==> src/rtl/mips_fwd_if.sv <==
// Decode-side bus of the mips789 hazard/forwarding tracker.
// The decoder drives the master side; mips_fwd_unit takes the slave side.
interface mips_fwd_if #(
  parameter int RN_W  = 5,
  parameter int NSTG  = 3,
  parameter int NSRC  = 2,
  parameter int SEL_W = 2
);
  logic                   pause;
  logic                   flush;
  logic [RN_W-1:0]        id_rd_i;
  logic                   id_we_i;
  logic                   id_ld_i;
  logic [NSRC*RN_W-1:0]   id_rs_i;
  logic [NSRC*SEL_W-1:0]  fw_sel_o;
  logic                   stall_o;
  logic [NSTG*RN_W-1:0]   stg_rd_o;
  logic [NSTG-1:0]        stg_we_o;

  modport master (
    output pause, flush, id_rd_i, id_we_i, id_ld_i, id_rs_i,
    input  fw_sel_o, stall_o, stg_rd_o, stg_we_o
  );

  modport slave (
    input  pause, flush, id_rd_i, id_we_i, id_ld_i, id_rs_i,
    output fw_sel_o, stall_o, stg_rd_o, stg_we_o
  );
endinterface

==> src/rtl/mips_fwd_unit.sv <==
// Parametrised hazard/forwarding tracker: shift chain of post-decode destinations,
// per-source forward selects and load-use stall. Load-use detection: LOAD_STALL_EN.
module mips_fwd_unit #(
  parameter int RN_W   = 5,
  parameter int NSTG   = 3,
  parameter int NSRC   = 2,
  parameter int SEL_W  = 2,
  parameter int LD_STG = 2
) (
  input logic        clk,
  input logic        rst,
  mips_fwd_if.slave  bus
);

  logic [RN_W-1:0] rd_reg [1:NSTG];
  logic [NSTG:1]   we_reg;
  logic [NSRC-1:0] lu_hit;
  logic            stall;
  logic            bubble;
  logic [RN_W-1:0] rd_next;
  logic            we_next;

  assign stall  = |lu_hit;
  assign bubble = stall | bus.flush;

  // r0 writes are dropped here so nothing downstream ever matches register 0
  assign rd_next = bubble ? '0 : bus.id_rd_i;
  assign we_next = bubble ? 1'b0 : (bus.id_we_i & (bus.id_rd_i != '0));

  genvar gi;
  generate
    for (gi = 1; gi <= NSTG; gi++) begin : g_stg
      if (gi == 1) begin : g_head
        always_ff @(posedge clk or posedge rst) begin
          if (rst) begin
            rd_reg[gi] <= '0;
            we_reg[gi] <= 1'b0;
          end else if (!bus.pause) begin
            rd_reg[gi] <= rd_next;
            we_reg[gi] <= we_next;
          end
        end
      end else begin : g_tail
        always_ff @(posedge clk or posedge rst) begin
          if (rst) begin
            rd_reg[gi] <= '0;
            we_reg[gi] <= 1'b0;
          end else if (!bus.pause) begin
            rd_reg[gi] <= rd_reg[gi-1];
            we_reg[gi] <= we_reg[gi-1];
          end
        end
      end
      assign bus.stg_rd_o[(gi-1)*RN_W +: RN_W] = rd_reg[gi];
      assign bus.stg_we_o[gi-1]                = we_reg[gi];
    end
  endgenerate

`ifdef LOAD_STALL_EN
  logic [NSTG:1] ld_reg;
  logic          ld_next;

  assign ld_next = bubble ? 1'b0 : (bus.id_ld_i & bus.id_we_i);

  generate
    for (gi = 1; gi <= NSTG; gi++) begin : g_ld
      if (gi == 1) begin : g_head
        always_ff @(posedge clk or posedge rst) begin
          if (rst)              ld_reg[gi] <= 1'b0;
          else if (!bus.pause)  ld_reg[gi] <= ld_next;
        end
      end else begin : g_tail
        always_ff @(posedge clk or posedge rst) begin
          if (rst)              ld_reg[gi] <= 1'b0;
          else if (!bus.pause)  ld_reg[gi] <= ld_reg[gi-1];
        end
      end
    end
  endgenerate
`else
  // Loads forward like ALU results; the MIPS I delay slot covers the gap.
  logic unused_cfg;
  assign unused_cfg = bus.id_ld_i ^ (LD_STG > 0);
`endif

  generate
    for (gi = 0; gi < NSRC; gi++) begin : g_src
      logic [RN_W-1:0]  rs;
      logic [SEL_W-1:0] hit_k;
      logic             hit_ld;

      assign rs = bus.id_rs_i[gi*RN_W +: RN_W];

      // Scan oldest to youngest so the youngest matching stage overwrites.
      always_comb begin
        hit_k  = '0;
        hit_ld = 1'b0;
        if (rs != '0) begin
          for (int k = NSTG; k >= 1; k--) begin
            if (we_reg[k] && (rd_reg[k] == rs)) begin
              hit_k = SEL_W'(k);
`ifdef LOAD_STALL_EN
              hit_ld = ld_reg[k];
`endif
            end
          end
        end
      end

`ifdef LOAD_STALL_EN
      assign lu_hit[gi] = hit_ld && (hit_k != '0) && (32'(hit_k) < LD_STG);
`else
      logic unused_ld;
      assign unused_ld  = hit_ld;
      assign lu_hit[gi] = 1'b0;
`endif

      assign bus.fw_sel_o[gi*SEL_W +: SEL_W] = lu_hit[gi] ? '0 : hit_k;
    end
  endgenerate

  assign bus.stall_o = stall;

endmodule

==> src/flat_wrapper.sv <==
// flat-port wrapper written by rule: the top's interface ports become plain ports
module mips_fwd_unit_flat 
#(
  parameter int RN_W   = 5,
  parameter int NSTG   = 3,
  parameter int NSRC   = 2,
  parameter int SEL_W  = 2,
  parameter int LD_STG = 2
)
  (clk, rst, bus_pause, bus_flush, bus_id_rd_i, bus_id_we_i, bus_id_ld_i, bus_id_rs_i, bus_fw_sel_o, bus_stall_o, bus_stg_rd_o, bus_stg_we_o);
  mips_fwd_if #(.RN_W(RN_W), .NSTG(NSTG), .NSRC(NSRC), .SEL_W(SEL_W)) bus_i ();
  input logic clk;
  input logic rst;
  input wire logic [$bits(bus_i.pause)-1:0] bus_pause;
  input wire logic [$bits(bus_i.flush)-1:0] bus_flush;
  input wire logic [$bits(bus_i.id_rd_i)-1:0] bus_id_rd_i;
  input wire logic [$bits(bus_i.id_we_i)-1:0] bus_id_we_i;
  input wire logic [$bits(bus_i.id_ld_i)-1:0] bus_id_ld_i;
  input wire logic [$bits(bus_i.id_rs_i)-1:0] bus_id_rs_i;
  output wire logic [$bits(bus_i.fw_sel_o)-1:0] bus_fw_sel_o;
  output wire logic [$bits(bus_i.stall_o)-1:0] bus_stall_o;
  output wire logic [$bits(bus_i.stg_rd_o)-1:0] bus_stg_rd_o;
  output wire logic [$bits(bus_i.stg_we_o)-1:0] bus_stg_we_o;
  assign bus_i.pause = bus_pause;
  assign bus_i.flush = bus_flush;
  assign bus_i.id_rd_i = bus_id_rd_i;
  assign bus_i.id_we_i = bus_id_we_i;
  assign bus_i.id_ld_i = bus_id_ld_i;
  assign bus_i.id_rs_i = bus_id_rs_i;
  assign bus_fw_sel_o = bus_i.fw_sel_o;
  assign bus_stall_o = bus_i.stall_o;
  assign bus_stg_rd_o = bus_i.stg_rd_o;
  assign bus_stg_we_o = bus_i.stg_we_o;
  mips_fwd_unit #(.RN_W(RN_W), .NSTG(NSTG), .NSRC(NSRC), .SEL_W(SEL_W), .LD_STG(LD_STG)) u_core (.clk(clk), .rst(rst), .bus(bus_i));
endmodule
==> config.mk <==
export PLATFORM = sky130hd
export DESIGN_NAME = mips_fwd_unit_flat
export DESIGN_NICKNAME = d
export VERILOG_FILES = /design/src/rtl/mips_fwd_if.sv /design/src/rtl/mips_fwd_unit.sv /design/src/flat_wrapper.sv
export SDC_FILE = /design/constraint.sdc
export NUM_CORES = 1
export LEC_CHECK = 0
export ABC_AREA = 0
export CAP_MARGIN = 20
export CORE_ASPECT_RATIO = 0.8
export CORE_MARGIN = 4
export CORE_UTILIZATION = 43
export CTS_CLUSTER_DIAMETER = 80
export DETAILED_ROUTE_END_ITERATION = 16
export HOLD_SLACK_MARGIN = 0.02
export PLACE_DENSITY = 0.79
export REMOVE_ABC_BUFFERS = 1
export SYNTH_ARGS = -nofsm -noshare
export SYNTH_HDL_FRONTEND = slang
export SYNTH_SLANG_ARGS = --single-unit
==> constraint.sdc <==
create_clock -name clk -period 1.85 [get_ports clk]
set_input_delay 0.4625 -clock clk [delete_from_list [all_inputs] [get_ports clk]]
set_output_delay 0.4625 -clock clk [all_outputs]
set_load 0.05 [all_outputs]
==> out/summary.txt <==
Placer Congestion: 0.947
Reg2reg setup slack: 0.80 ns
Routed WL per cell: 15.7 microns
Gate power share: 46.7%
Syn Inst Count: 103
P_int: 779 uW
Final setup vio count: 4
Max Root-Sink Buffers: 2
Core area: 2480 sq um
Die span in x: 65.2 microns
Leak: 0.000885 uW
Prevailing post-synth register cell: dfrtp_1
Synth-to-Final Area Change: 62.9%
Achievable Freq: 0.426 GHz
Placed insts: 202
Sequential share of power: 38.2%
R2R Path Start: u_core.bus.stg_rd_o[12]
Pwr dens: 700 nW/um^2
Final worst-path cycle share: 127%
CTS HTree Levels: 1
R2R Path End: u_core.bus.stg_rd_o[12]
Pre-Repair DR Iteration Count: 4
Synthesized area: 1130 sq um
Root Driver: clkbuf_4
Worst Setup EP: bus_fw_sel_o[1]
Final worst slack: -0.495 ns
Initial antenna violation count: 0
Post-synth top area cell: dfrtp_1
Synth cell count leaders: 20 x xor2_1, 18 x dfrtp_1, 12 x mux2_2, 10 x xnor2_1, 5 x nor2_1
GRT Total Usage: 19.9%
Hold buffers post-CTS: 0
Synth warn: 0
Slew Viols, Final: 0
DP Wirelength: 2580 microns
Final hold vios: 0
FFs w/ async S/R, synth: 100%
Drt total wl: 3300 microns
# port buffers: 41
Crit path max fanout: 4
Hold Crit Class: primary input to asynchronous set/reset pin
Nets: 197
Crit Path Category: flip-flop to output port
ANT nets after route: 0
Initial cell density of the core: 45.4%
Peak VDD IR: 430 uV
Rows: 16
Number of synthesized flops with an enable pin: 0
Critical Path Source Type: flip-flop
P_sw: 508 uW
Synth area leaders: dfrtp_1 40%, xor2_1 16%, mux2_2 12%
Syn_area_per_cell: 10.9 sq um
Non-filler instance count after layout: 210
Total grt overflow: 0
Most numerous cell in the Yosys netlist: xor2_1
Sequential share of the synthesized area: 40.0%
Critical Path End Type: output port
Sw Ratio: 39.5%
Synth unique cells: 29
Pre-CTS WS: -0.771 ns
Max-cap violations: 0
Setup TNS: -1.73 ns
Failing checks: negative setup slack
Top cell type's share of synthesized area: 40.0%
Seq cells post-synth: 18
Largest net degree at the start of global routing: 19
Num ports: 44
Hold_ws: 0.475 ns
Unrepaired setup endpoints after global routing: yes
Die height: 53.8 microns
CP Data Required Time: 1.39 ns
Outcome: finished with violations
Via count: 1,059
Clock latency on the worst-skew pair: 0.28 ns
Final Critical Period: 2.34 ns
Clock Pin Slew Worst Setup and Hold Paths: 0.11 ns
CP Launch Point: u_core.bus.stg_rd_o[13]
Vias per inst: 5.04
Share of cells above drive strength 1: 45.4%
WP data arrival: 1.88 ns
Clock Skew: 0.000359 ns
CTS Sinks: 18
Initial DRC count: 43
Clock power share: 15.1%
CTS Buf Count: 3
DRC: 0
R2R cell count: 3
Vias in the first global route: 1,104
First-pass GRT wire length: 5310 microns
CTS tree: built
Die Area: 3510 sq um
Antenna diode count: 0
per-stage QoR:
step	util (%)	total power, uW	cell area, sq um
2_1_floorplan	-	812	1110
3_3_place_gp	71.1	1070	1760
3_5_place_dp	71.1	1080	1760
4_1_cts	73.1	1280	1820
5_1_grt	74.0	1350	1840
6_report	74.0	1290	1840
power groups by stage:
stage	combinational, uW	clock [uW]	sequential [uW]
finish	601	195	491
global route	636	217	498
CTS	590	201	490
detailed placement	586	0	497
global placement	573	0	494
floorplan	160	0	652
layer usage:
metal	vias to the layer above	global-route usage [%]	share of wire, %
met2	36	37.0	51
met3	2	3.13	5.3
met5	-	0	0
met4	0	4.14	0.30
li1	507	-	-
met1	514	24.6	43
timing repair:
| item | 4_1_cts | 5_1_grt |
|---|---|---|
| gates resized for setup | 22 | 4 |
| buffers inserted | 2 | 3 |
| pin swaps | 9 | 9 |
| cloned | 0 | 0 |
| endpoints found under the setup margin | 4 | 4 |
sequential cells by signal, indices dropped and copies added, names as in the netlist:
register and cells:
u_core.bus.stg_rd_o 15, u_core.bus.stg_we_o 3
worst min path at each step:
stage	start	end	slack [ns]	cells after the start
floorplan	rst	u_core.bus.stg_rd_o[0]	0.40	1
global placement	u_core.bus.stg_we_o[1]	u_core.bus.stg_we_o[2]	0.60	1
detailed placement	u_core.bus.stg_rd_o[14]	u_core.bus.stg_rd_o[14]	0.61	1
finish	rst	u_core.bus.stg_rd_o[3]	0.48	3
CTS	rst	u_core.bus.stg_rd_o[3]	0.48	3
global route	rst	u_core.bus.stg_rd_o[9]	0.49	3
worst max-delay path, cell delays in order (launching register included):
cell      delay (ns)
dfrtp_2         0.45
xor2_1          0.18
nor4_2          0.30
nand3_1         0.14
a221oi_2        0.34
buf_12          0.18
cell usage in the layout, fill, tap and decap left out, drive strengths merged:
master | synthesis | layout
buf | 2 | 54
xor2 | 20 | 20
dfrtp | 18 | 18
mux2 | 12 | 12
xnor2 | 10 | 10
clkdlybuf4s50 | 0 | 9
nor2 | 5 | 5
dlygate4sd2 | 0 | 5
nor4 | 5 | 5
a22o | 4 | 4
nand2 | 4 | 4
clkbuf | 2 | 4
nand3 | 3 | 3
clkdlybuf4s15 | 0 | 3
nand4 | 2 | 2
and3 | 2 | 2
nor3 | 2 | 2
a32o | 1 | 1
nand2b | 1 | 1
o21ai | 1 | 1
and4 | 1 | 1
a21bo | 1 | 1
o2111ai | 1 | 1
or4 | 1 | 1
a21oi | 1 | 1
o221a | 1 | 1
a221oi | 1 | 1
inv | 1 | 1
conb | 1 | 1
cells by family (layout without fill, tap and decap cells):
family	after synthesis	after routing	synth area share, %
compound gates	11	11	8.88
simple gates	26	26	13.3
xor+xnor	30	30	23.3
buf+inv	5	76	2.22
other cells	1	1	0.333
mux	12	12	12.0
flops	18	18	40.0
cell type report:
class,instances,area (sq um)
Timing Repair Buffer,72,643
Fill cell,198,646
Clock buffer,3,22.5
Multi-Input combinational cell,80,671
Sequential cell,18,452
Tap cell,36,45.0
Inverter,1,3.75
(Power assumes the default switching activity.)
